===== src/rtl/puf_voter_pkg.sv =====
// puf_voter_pkg: shared FSM encoding, datapath widths and parameter limits for the PUF majority voter.
package puf_voter_pkg;
  typedef enum logic [1:0] {IDLE, PULSE, WAIT, SAMPLE} state_t;
  localparam int CNT_W       = 4;
  localparam int TIMER_W     = 8;
  localparam int MIN_SAMPLES = 3;
  localparam int MAX_SAMPLES = 15;
  localparam int MIN_SETTLE  = 1;
  localparam int MAX_SETTLE  = 255;
endpackage


===== src/rtl/puf_bit_counter.sv =====
// puf_bit_counter: counts ones seen on one response bit and flags majority/unanimity of the final count.
module puf_bit_counter
  import puf_voter_pkg::*;
#(
  parameter int NUM_SAMPLES = 7
) (
  input  logic clk,
  input  logic rst_n,
  input  logic clr,
  input  logic inc_en,
  input  logic bit_in,
  output logic majority,
  output logic unanimous
);
  logic [CNT_W-1:0] count;
  logic [CNT_W-1:0] next_count;
  // Flags look at the count including the bit being sampled this cycle.
  assign next_count = count + CNT_W'(inc_en & bit_in);
  assign majority   = next_count > CNT_W'(NUM_SAMPLES / 2);
  assign unanimous  = (next_count == '0) || (next_count == CNT_W'(NUM_SAMPLES));
  always_ff @(posedge clk or negedge rst_n) begin
    if (!rst_n) count <= '0;
    else count <= clr ? '0 : next_count;
  end
endmodule


===== src/rtl/puf_majority_voter.sv =====
// puf_majority_voter: fires the PUF NUM_SAMPLES times per request and reports a per-bit majority vote and instability mask.
module puf_majority_voter
  import puf_voter_pkg::*;
#(
  parameter int NUM_SAMPLES   = 7,
  parameter int SETTLE_CYCLES = 4
) (
  input  logic       clk,
  input  logic       rst_n,
  input  logic       req,
  input  logic [3:0] req_addr,
  output logic       busy,
  output logic       done,
  output logic [7:0] vote_out,
  output logic [7:0] unstable_mask,
  output logic       puf_start,
  output logic [3:0] puf_addr,
  input  logic [7:0] puf_data
);
  if (NUM_SAMPLES < MIN_SAMPLES || NUM_SAMPLES > MAX_SAMPLES || NUM_SAMPLES % 2 == 0) begin : g_bad_samples
    $fatal(1, "NUM_SAMPLES must be odd and within 3..15");
  end
  if (SETTLE_CYCLES < MIN_SETTLE || SETTLE_CYCLES > MAX_SETTLE) begin : g_bad_settle
    $fatal(1, "SETTLE_CYCLES must be within 1..255");
  end
  state_t             state;
  state_t             next_state;
  logic [TIMER_W-1:0] timer;
  logic [CNT_W-1:0]   sample_idx;
  logic [7:0]         majority;
  logic [7:0]         unanimous;
  logic               last_sample;
  logic               clr;
  logic               inc_en;
  assign last_sample = sample_idx == CNT_W'(NUM_SAMPLES - 1);
  assign clr         = (state == IDLE) && req;
  assign inc_en      = state == SAMPLE;
  for (genvar i = 0; i < 8; i++) begin : g_bit
    puf_bit_counter #(.NUM_SAMPLES(NUM_SAMPLES)) u_cnt (
      .clk(clk),
      .rst_n(rst_n),
      .clr(clr),
      .inc_en(inc_en),
      .bit_in(puf_data[i]),
      .majority(majority[i]),
      .unanimous(unanimous[i])
    );
  end
  always_ff @(posedge clk or negedge rst_n) begin
    if (!rst_n) state <= IDLE;
    else state <= next_state;
  end
  // WAIT leaves on the edge whose decrement brings the timer to zero.
  always_comb begin
    next_state = state;
    case (state)
      IDLE:    next_state = req ? PULSE : IDLE;
      PULSE:   next_state = WAIT;
      WAIT:    next_state = (timer == TIMER_W'(1)) ? SAMPLE : WAIT;
      SAMPLE:  next_state = last_sample ? IDLE : PULSE;
      default: next_state = IDLE;
    endcase
  end
  always_comb begin
    busy      = state != IDLE;
    puf_start = state == PULSE;
  end
  always_ff @(posedge clk or negedge rst_n) begin
    if (!rst_n) begin
      done          <= 1'b0;
      vote_out      <= '0;
      unstable_mask <= '0;
      puf_addr      <= '0;
      timer         <= '0;
      sample_idx    <= '0;
    end else begin
      done <= 1'b0;
      case (state)
        IDLE: if (req) begin
          puf_addr   <= req_addr;
          sample_idx <= '0;
        end
        PULSE: timer <= TIMER_W'(SETTLE_CYCLES);
        WAIT:  timer <= timer - TIMER_W'(1);
        SAMPLE: if (last_sample) begin
          vote_out      <= majority;
          unstable_mask <= ~unanimous;
          done          <= 1'b1;
        end else sample_idx <= sample_idx + CNT_W'(1);
        default: ;
      endcase
    end
  end
endmodule


===== config.mk =====
export PLATFORM = sky130hd
export DESIGN_NAME = puf_majority_voter
export DESIGN_NICKNAME = d
export VERILOG_FILES = /design/src/rtl/puf_voter_pkg.sv /design/src/rtl/puf_bit_counter.sv /design/src/rtl/puf_majority_voter.sv
export SDC_FILE = /design/constraint.sdc
export NUM_CORES = 1
export LEC_CHECK = 0
export CAP_MARGIN = 10
export CORE_UTILIZATION = 50
export DETAILED_ROUTE_END_ITERATION = 10
export GPL_ROUTABILITY_DRIVEN = 0
export PLACE_DENSITY = 0.77
export SYNTH_ARGS = -nofsm -noshare
export SYNTH_HDL_FRONTEND = slang
export SYNTH_SLANG_ARGS = --single-unit

===== constraint.sdc =====
create_clock -name clk -period 2.2 [get_ports clk]
set_input_delay 0.33 -clock clk [delete_from_list [all_inputs] [get_ports clk]]
set_output_delay 0.33 -clock clk [all_outputs]
set_load 0.02 [all_outputs]

==> results of run 1 <==
power by group:
| part | internal (uW) | switching, uW |
|---|---|---|
| sequential | 1490 | 136 |
| combinational | 378 | 331 |
| clock | 579 | 455 |
logic make-up (layout without fill, tap and decap cells):
kind of cell	after synthesis	in the layout	synth area share, %
and+or+nand+nor	142	142	22.03
DFF	67	67	51.16
AOI/OAI and AO/OA	35	35	7.102
adders and majority gates	24	24	9.164
buffers and inverters	19	70	2.940
xor gates and xnor gates	18	18	4.811
muxes	9	9	2.787
flip-flops by register name, indices dropped and copies added, names as in the netlist:
| signal | flops |
|---|---|
| g_bit.u_cnt.count | 32 |
| state | 2 |
| done | 1 |
| puf_addr | 4 |
| unstable_mask | 8 |
| sample_idx | 4 |
| timer | 8 |
| vote_out | 8 |
cell usage after synthesis, types with 3 or more instances:
cell / number
dfrtp_1: 67
and2_1: 41
nand2_1: 41
nor2_1: 28
ha_1: 24
nand3_1: 18
xnor2_1: 16
o21ai_0: 14
inv_1: 8
mux2i_1: 8
o22a_1: 8
clkbuf_1: 4
a21oi_1: 3
a31oi_1: 3
buf_2: 3
nand3b_1: 3
routing by layer:
layer	routed length (um)	global-route usage, %	vias up	share of wire [%]
met5	0	0	-	0
met4	105	7.210	0	1.7
met3	186	4.771	11	2.9
met2	3158	33.08	30	50
met1	2910	25.54	1150	46
li1	-	-	1150	-
tightest hold or removal path, delay by kind of cell (launching register included):
| kind | cells | cell delay, ns |
|---|---|---|
| DFF | 1 | 0.35 |
| and+or+nand+nor | 2 | 0.10 |
worst min path at each step:
stage,start,to,slack (ns),cells after the start
after floorplan,rst_n,done,0.03,0
after global placement,rst_n,timer[1],0.35,1
after detailed placement,rst_n,timer[1],0.35,1
after CTS,unstable_mask[2],unstable_mask[2],0.47,2
after global routing,unstable_mask[0],unstable_mask[0],0.49,2
final,unstable_mask[0],unstable_mask[0],0.47,2
stage by stage:
| step | utilization [%] | total power (uW) | hold slack, ns |
|---|---|---|---|
| global placement | 59.07 | 2313 | 0.3496 |
| finish | 62.31 | 3365 | 0.4683 |
| floorplan | - | 2157 | 0.03441 |
| global route | 62.31 | 3571 | 0.4877 |
| detailed placement | 59.07 | 2358 | 0.3540 |
| CTS | 62.27 | 3398 | 0.4728 |
area by class of cell:
cell class,count,area [um^2]
Fill cell,515,2394
Timing Repair Buffer,46,446.7
Sequential cell,67,1677
Inverter,9,36.28
Multi-Input combinational cell,228,1506
Clock buffer,13,158.9
Clock inverter,2,35.03
Tap cell,77,96.34
timing repair:
| action | 4_1_cts | 5_1_grt |
|---|---|---|
| pin swaps | 0 | 0 |
| gates cloned | 0 | 0 |
| setup endpoints to repair | 1 | 10 |
| gates resized for setup | 1 | 1 |
| hold buffers | 1 | 0 |
| hold endpoints to repair | 11 | 0 |
==> results.tsv, run 1 <==
metric	value	unit
initial antenna violation count	0	
Setup-failing EPs final	0	
critical path class	flop to flop	
CP peak stage delay	0.41	ns
Post-Syn Area	3277	um^2
worst reg-to-reg path cell count	8	
CP endpoint	unstable_mask[5]	
Mapped Cells	314	
fin nets	400	
CP required	2.43	ns
die area	6882	um^2
I/O pin count	38	
Tmin final	2.067	ns
post-CTS setup repair buffer count	0	
commonest non-fill, non-tap cell in the layout	dfrtp_1	
Synth top area share	51.16	%
CTS tree	yes	
synth top area cells	dfrtp_1 51%, ha_1 9.2%, and2_1 7.8%, nand2_1 4.7%, xnor2_1 4.3%	
VDD IR max	537.3	uV
Finished Layout Cells	442	
Slew HR	63.22	%
fin worst setup slack	0.1332	ns
startpoint types	flop	
Worst Skew	0.01006	ns
Synth area leader	dfrtp_1	
Async SR Flop Fraction	100.0	%
DRT Pass-1 Iters	4	
Slew Viols, Final	0	
RSZ-0062 raised after global routing	false	
Worst-path clk slew	0.07	ns
Root Driver	clkbuf_8	
Max Cap Viol	0	
Critical Path Slowest Stage Cell	dfrtp_1	
cts bufs inserted	9	
Placed Area	3751	um^2
Synth cell types	38	
Post-synth EDFFs	0	
worst hold path class	flop to flop	
Crit path buffers/inverters	0	
Leak Pwr	0.001856	uW
DRT iter0 DRCs	94	
net count after synthesis	353	
post-route setup TNS	0	ns
largest net degree at the start of global routing	46	
Via density	5.296	
Hold Vio Cnt, Final	0	
Synth Register Bits	67	
crit path launch	state[0]	
Site Rows	29	
post-route design area	3956	um^2
CP dominant cell by count	ha_1	
total grt overflow	0	
post-DP HPWL	4435	um
Reg-to-Reg End	unstable_mask[5]	
status	finished clean	
Avg Inst Size Synth	10.44	um^2
Worst Path Arrival	2.29	ns
register area share after synthesis	51.16	%
Final ANT Viol Nets	0	
IO Port Bufs	37	
Bufs on Longest Clock Path	2	
CORE AREA	6350	um^2
DP Cell Count	426	
Area growth syn-to-layout	20.73	%
via count	2341	
clock sink count	67	
synth warn	0	
endpoint class of the critical path	flop	
flop-to-flop setup slack	0.13	ns
Top FF cell, synth	dfrtp_1	
first-pass GRT wire length	10830	um
vias in the first global route	2333	
clk_lat worst skew	0.34	ns
total power per unit cell area	850.5	nW/um^2
Die Width	82.96	um
WL/cell	14.39	um
Initial Util	51.61	%
dpl ws	0.03585	ns
critical path fanouts, max	13	
Worst-Margin Slew	0.5517	ns
wirelength, routed	6360	um
overall die height	82.96	um
f_max	483.8	MHz
n_diodes	0	
H-tree Lvls	3	
layout cell share with drive strength beyond 1	7.397	%
GR Util All Layers	19.97	%
crit share post-route	93.95	%
commonest cells after routing, fill and taps aside	67 x dfrtp_1, 41 x and2_1, 41 x nand2_1, 35 x clkdlybuf4s50_1, 28 x nor2_1	
Cell Chain, Critical Path	ha_2, and2_1, ha_1, ha_1, xnor2_1, mux2i_1, o21ai_0, nand2_1	
critical path depth	8	
DRC	0	
Top delay family on crit path	adder cells	
reg2reg start	state[0]	
(Power assumes the default switching activity.)
==> run 2: changes to the inputs <==
Settings changed: CAP_MARGIN 10 to 5, TNS_END_PERCENT set to 100.
==> results of run 2 <==
Final layout, timing and power as in run 1 (identical DEF).
